<file path="config.mk">
export PLATFORM = sky130hd
export DESIGN_NAME = mult_matrix_collect
export DESIGN_NICKNAME = d
export VERILOG_FILES = /design/src/rtl/mult_matrix_collect.sv
export SDC_FILE = /design/constraint.sdc
export NUM_CORES = 1
export LEC_CHECK = 0
export ABC_AREA = 0
export CAP_MARGIN = 20
export CORE_MARGIN = 2
export CORE_UTILIZATION = 50
export CTS_CLUSTER_SIZE = 8
export DETAILED_ROUTE_END_ITERATION = 16
export MAX_ROUTING_LAYER = met4
export PLACE_DENSITY = 0.85
export SLEW_MARGIN = 15
export SYNTH_ARGS = -nofsm -noshare
export SYNTH_HDL_FRONTEND = slang
export SYNTH_SLANG_ARGS = --single-unit
</file>
<file path="constraint.sdc">
create_clock -name clk -period 2.85 [get_ports clk]
set_input_delay 0.855 -clock clk [delete_from_list [all_inputs] [get_ports clk]]
set_output_delay 0.855 -clock clk [all_outputs]
set_load 0.01 [all_outputs]
</file>
<file path="src/rtl/mult_matrix_collect.sv">
// mult_matrix_collect: result collector that sits behind mult_matrix_revert.
// After a start pulse it waits a fixed pipeline latency, captures size rows
// into a size x size buffer, then drains one row per valid/ready handshake.
// Optional build macro MULT_MATRIX_COLLECT_TRANSPOSE_EN: when defined, the
// drain emits buffer columns instead of rows (transposed result).
module mult_matrix_collect #(
   parameter  int data_size = 4,
   parameter  int size      = 3,
   parameter  int latency   = 5,
   localparam int IW        = (size > 1) ? $clog2(size) : 1,
   localparam int W         = data_size * size
) (
   input  logic          clk,
   input  logic          rst_n,
   input  logic          start,
   input  logic [W-1:0]  input_stream,
   output logic [W-1:0]  row_out,
   output logic [IW-1:0] row_index,
   output logic          out_valid,
   input  logic          out_ready,
   output logic          busy,
   output logic          done
);

   // Wait counter must hold latency itself without wrapping.
   localparam int WCW = (latency > 0) ? $clog2(latency + 1) : 1;

   typedef enum logic [1:0] {
      S_IDLE    = 2'd0,
      S_WAIT    = 2'd1,
      S_CAPTURE = 2'd2,
      S_OUTPUT  = 2'd3
   } state_t;

   state_t         state_q, state_d;
   logic [WCW-1:0] waitCnt_q, waitCnt_d;
   logic [IW-1:0]  capCnt_q, capCnt_d;
   logic [IW-1:0]  idx_q, idx_d;
   logic           done_q, done_d;
   logic           bufWe;
   logic [W-1:0]   rowBuf_q [size];

   // State, counters and the done flag; everything clears on reset so no
   // partial result can leak out after release.
   always_ff @(posedge clk or negedge rst_n) begin
      if (!rst_n) begin
         state_q   <= S_IDLE;
         waitCnt_q <= '0;
         capCnt_q  <= '0;
         idx_q     <= '0;
         done_q    <= 1'b0;
      end else begin
         state_q   <= state_d;
         waitCnt_q <= waitCnt_d;
         capCnt_q  <= capCnt_d;
         idx_q     <= idx_d;
         done_q    <= done_d;
      end
   end

   // Result buffer: the capture counter selects which row takes input_stream.
   always_ff @(posedge clk or negedge rst_n) begin
      if (!rst_n) begin
         for (int r = 0; r < size; r++) begin
            rowBuf_q[r] <= '0;
         end
      end else if (bufWe) begin
         for (int r = 0; r < size; r++) begin
            if (capCnt_q == IW'(r)) begin
               rowBuf_q[r] <= input_stream;
            end
         end
      end
   end

   // Next-state logic; start is only looked at in IDLE, out_ready only in OUTPUT.
   always_comb begin
      state_d   = state_q;
      waitCnt_d = waitCnt_q;
      capCnt_d  = capCnt_q;
      idx_d     = idx_q;
      done_d    = 1'b0;
      bufWe     = 1'b0;
      case (state_q)
         S_IDLE: begin
            if (start) begin
               waitCnt_d = WCW'(latency);
               capCnt_d  = '0;
               state_d   = (latency == 0) ? S_CAPTURE : S_WAIT;
            end
         end
         S_WAIT: begin
            if (waitCnt_q <= WCW'(1)) begin
               waitCnt_d = '0;
               state_d   = S_CAPTURE;
            end else begin
               waitCnt_d = waitCnt_q - WCW'(1);
            end
         end
         S_CAPTURE: begin
            bufWe = 1'b1;
            if (capCnt_q == IW'(size - 1)) begin
               capCnt_d = '0;
               idx_d    = '0;
               state_d  = S_OUTPUT;
            end else begin
               capCnt_d = capCnt_q + IW'(1);
            end
         end
         S_OUTPUT: begin
            if (out_ready) begin
               if (idx_q == IW'(size - 1)) begin
                  idx_d   = '0;
                  done_d  = 1'b1;
                  state_d = S_IDLE;
               end else begin
                  idx_d = idx_q + IW'(1);
               end
            end
         end
         default: begin
            state_d = S_IDLE;
         end
      endcase
   end

   // Output mux: row (or column) idx while draining, zeros otherwise.
   always_comb begin
      out_valid = (state_q == S_OUTPUT);
      busy      = (state_q != S_IDLE);
      done      = done_q;
      row_out   = '0;
      row_index = '0;
      if (out_valid) begin
         row_index = idx_q;
         for (int k = 0; k < size; k++) begin
            if (idx_q == IW'(k)) begin
`ifdef MULT_MATRIX_COLLECT_TRANSPOSE_EN
               for (int j = 0; j < size; j++) begin
                  row_out[(size-j)*data_size-1 -: data_size] =
                     rowBuf_q[j][(size-k)*data_size-1 -: data_size];
               end
`else
               row_out = rowBuf_q[k];
`endif
            end
         end
      end
   end

endmodule

</file>
; ---- After elaboration in Yosys (flattened, before gate mapping)
; Cells that the tools add are included.
[op_classes]
order_cmp = 1
reduce_logical = 14
n_eq_ne = 12
add_sub_neg = 3
mux = 25
[ops]
columns = op, count
row1 = $mux 12, 4
row2 = $mux 2, 11
row3 = $reduce_and 2->1, 5
row4 = $eq 2x2->1 const B, 4
row5 = $pmux 2 s2, 2
row6 = $pmux 2 s4, 1
row7 = $reduce_bool 2->1, 4
row8 = $eq 2x1->1 const B, 3
row9 = $logic_not 2->1, 3
row10 = $mux 3, 2
row11 = $ne 2x2->1 const B, 3
row12 = $pmux 3 s2, 1
row13 = $reduce_and 5->1, 1
row14 = $add 2x1->2 const B, 2
row15 = $mux 1, 4
row16 = $ne 2x1->1 const B, 2
row17 = $le 3x1->1 const B, 1
row18 = $reduce_and 3->1, 1
row19 = $sub 3x1->3 const B, 1
[word_totals]
regBits = 46
output_inout_bits = 17
input_bits = 16

; ---- Longest topological paths before layout
[depth]
ltp_word = 5
mapped_depth = 7
ltp_nobuf = 6

; ---- Least setup slack after synthesis
; Ideal clock, no wire load.
[synth_path]
kind = register to output
start = register idx_q[1]
end = output row_out[10]
setup_slack_ns = 0.852
required_ns = 1.995
stages_incl_launch_ff = 7
path_buffers = 2
arrival_time_ns = 1.143
path_cell_list = dfrtp_1 buf_4 nor2b_1 buf_2 nand2_1 o21ai_0 and2_1
[synth_via]
elab_chain_cells = 5
elab_cells_between_ends = 7
cone_classes = eq/ne: 2 / mux: 4 / reduce/logical: 1
[synth_rtl]
columns = item, line_no
row1 = from (decl), 38  ; logic [IW-1:0] idx_q, idx_d;
row2 = from (signal assigned), 56  ; idx_q <= idx_d;
row3 = $logic_not 2->1, 137  ; if (idx_q == IW'(k)) begin
row4 = $mux 12 (2 in series), 137
row5 = $mux 12 *, 137
row6 = $mux 12 *, 134  ; if (out_valid) begin
row7 = to (decl), 17  ; output logic [W-1:0] row_out,
; Mark *: on every way between the ends. The rest lies on a longest branch, timed or not.

; ---- Final worst setup path
[layout_path]
start = register idx_q[1]
end = output row_out[8]
; The elaborated chain is that of the path after synthesis.

==> results_dict.tcl <==
set metrics [dict create \
    outcome "finished, final reports clean" \
    track_usage_pct 19.7 \
    path_cells "buf_6, mux2i_1, o21ai_0, and2_1, clkdlybuf4s50_1" \
    cts_made_buffers 5 \
    synth_most_common_cell "dfrtp_1" \
    synthArstFlopShare_pct 100 \
    grt_first_pass_wirelength_microns 7520 \
    io_pins 33 \
    path_max_fanout 11 \
    dpl.cell_count 279 \
    htree_levels 2 \
    synth_flop_cell "dfrtp_1" \
    syn2layout_area_growth_pct 21.2 \
    power_w 0.00305 \
    drtIter0Drc 69 \
    min_period_over_period_pct 96.5 \
    endpoint_kind "primary output" \
    drc 0 \
    rows 24 \
    die_w_microns 71.8 \
    first_pass_iters 4 \
    hold_path.class "in2async" \
    slowest_delay_ns 0.53 \
    coreArea_sq_um 4380 \
    worst_slew_pin_slew_ns 0.745 \
    rsz0062_at_grt "no" \
    setup_violations 0 \
    final_nets 256 \
    ys_ff_latch 46 \
    cts.clk_slew.worst_paths_ns 0.09 \
    max_freq_mhz 364 \
    arrival_ns 1.90 \
    pre_cts_slack_ns 0.253 \
    clk_path_buf_depth 2 \
    via_count 1561 \
    fin_cells 286 \
    root_buffer "clkbuf_8" \
    synth_top_area_share_pct 50.1 \
    worst_setup_path_start_kind "flip-flop" \
    grt_max_degree 20 \
    synth_nets 217 \
    synth_common_cells "46 x dfrtp_1, 37 x mux2_2, 17 x o21ai_0" \
    timing.hold.ws_ns 0.476 \
    finClkSkew_ns 0.00814 \
    antenna_left 0 \
    maxCapViolCount 0 \
    cts.sinks 46 \
    hold_viol 0 \
    crit_slowest_cell "clkdlybuf4s50_1" \
    setup_ws_ns 0.0991 \
    grt_overflow 0 \
    reg2regPathDepth 4 \
    power_density_nw_per_um2 1100 \
    dp_hpwl_microns 3110 \
    dieArea_sq_um 5150 \
    fin_tns_setup_ns 0 \
    seq_area_frac_synth_pct 50.1 \
    initial_core_util_pct 52.4 \
    yosys_warnings 0 \
    finalWirelength_microns 4490 \
    crit_type "reg2out" \
    vias_per_cell 5.46 \
    synth_area_leaders "dfrtp_1 50%, mux2_2 18%, mux2i_1 5.7%, and2_1 3.8%, o21ai_0 3.7%" \
    worstSkewPairLatency_ns 0.29 \
    synth_top_cell_by_area "dfrtp_1" \
    hold_buffers 0 \
    cts_tree "built" \
    relSlewSlack_pct 50.2 \
    drive_gt1_share_pct 24.8 \
    ir_drop_uv 549 \
    globalplace.congestion 0.797 \
    netlist_area_sq_um 2300 \
    syn_area_per_cell_sq_um 11.8 \
    dieHeight_microns 71.8 \
    slew_violations 0 \
    portBuffers 32 \
    crit_required_ns 2.00 \
    synth_edf_count 0 \
    synth_cells 195 \
    p_leak_nw 1.15 \
    drt-wirelength-per-cell_microns 15.7 \
    fin_crit_ns 2.75 \
    yosysUniqueCellTypes 31 \
    antenna-diode-count 0 \
    grt_pass1_vias 1578 \
    antenna_found_initial 0 \
    rrSetupSlack_ns 0.80 \
]
through the flow:
stage          utilization [%]  area (sq um)
2_1_floorplan                -          2300
3_3_place_gp              61.4          2690
3_5_place_dp              61.4          2690
4_1_cts                   63.2          2770
5_1_grt                   63.5          2780
6_report                  63.5          2780
power by group:
group	internal (W)	switching [W]
registers	0.000981	0.000194
logic	0.000836	0.000668
clock network	0.000168	0.000207
total	0.00199	0.00107
registers in the layout (all words and copies together) (netlist names):
name,count
state_q,2
done,1
capCnt_q,2
waitCnt_q,3
rowBuf_q,36
idx_q,2
cell families after synthesis:
group | count (synthesis) | share of synthesized area [%]
mux | 51 | 24.3
buf+inv | 16 | 3.49
simple gates | 49 | 11.6
fa+ha+maj | 6 | 3.27
compound gates | 27 | 7.19
flops | 46 | 50.1
repair_timing:
action	CTS	global route
buffers inserted	0	0
gates resized for setup	1	4
pin swaps	0	0
endpoints found under the setup margin	14	11
worst max-delay path: cells and delay by family, from the launching register on:
kind | cells | cell delay, ns
buf+inv | 2 | 0.71
flops | 1 | 0.42
compound gates | 1 | 0.20
simple gates | 1 | 0.15
mux | 1 | 0.13
layout by cell type, fill, tap and decap left out, drive strengths merged:
| cell | count |
|---|---|
| a21oi | 1 |
| a221o | 1 |
| a22o | 1 |
| a32oi | 1 |
| and2 | 14 |
| and3 | 1 |
| buf | 10 |
| clkbuf | 6 |
| clkdlybuf4s50 | 31 |
| clkinvlp | 1 |
| dfrtp | 46 |
| ha | 6 |
| inv | 7 |
| mux2 | 38 |
| mux2i | 13 |
| nand2 | 16 |
| nand2b | 2 |
| nand3 | 2 |
| nand3b | 2 |
| nand4 | 3 |
| nor2 | 5 |
| nor2b | 3 |
| nor3b | 1 |
| o211a | 1 |
| o211ai | 1 |
| o21ai | 19 |
| o21ba | 1 |
| o22ai | 1 |
final cells by class:
type | instances | area, sq um
Fill cell | 365 | 1600
Multi-Input combinational cell | 133 | 1070
Inverter | 7 | 26.3
Timing Repair Buffer | 41 | 390
Clock inverter | 1 | 7.51
Sequential cell | 46 | 1150
Tap cell | 52 | 65.1
Clock buffer | 6 | 72.6
per-layer routing:
metal,wire [microns],vias to the layer above,track usage [%],part of all wire [%]
li1,-,755,-,-
met1,2030,774,24.6,45
met2,2260,27,31.7,50
met3,169,5,5.20,3.8
met4,31,0,5.87,0.69
met5,0,-,-,0
worst paths after layout:
check | startpoint | endpoint
min in group clk | rowBuf_q[31] | rowBuf_q[31]
hold reg to reg | rowBuf_q[31] | rowBuf_q[31]
setup reg to reg | state_q[0] | rowBuf_q[11]
hold / removal | rst_n | rowBuf_q[25]
setup / recovery | idx_q[1] | row_out[8]
max in group asynchronous | rst_n | rowBuf_q[16]
No activity file was read; power rests on OpenSTA's default activity.
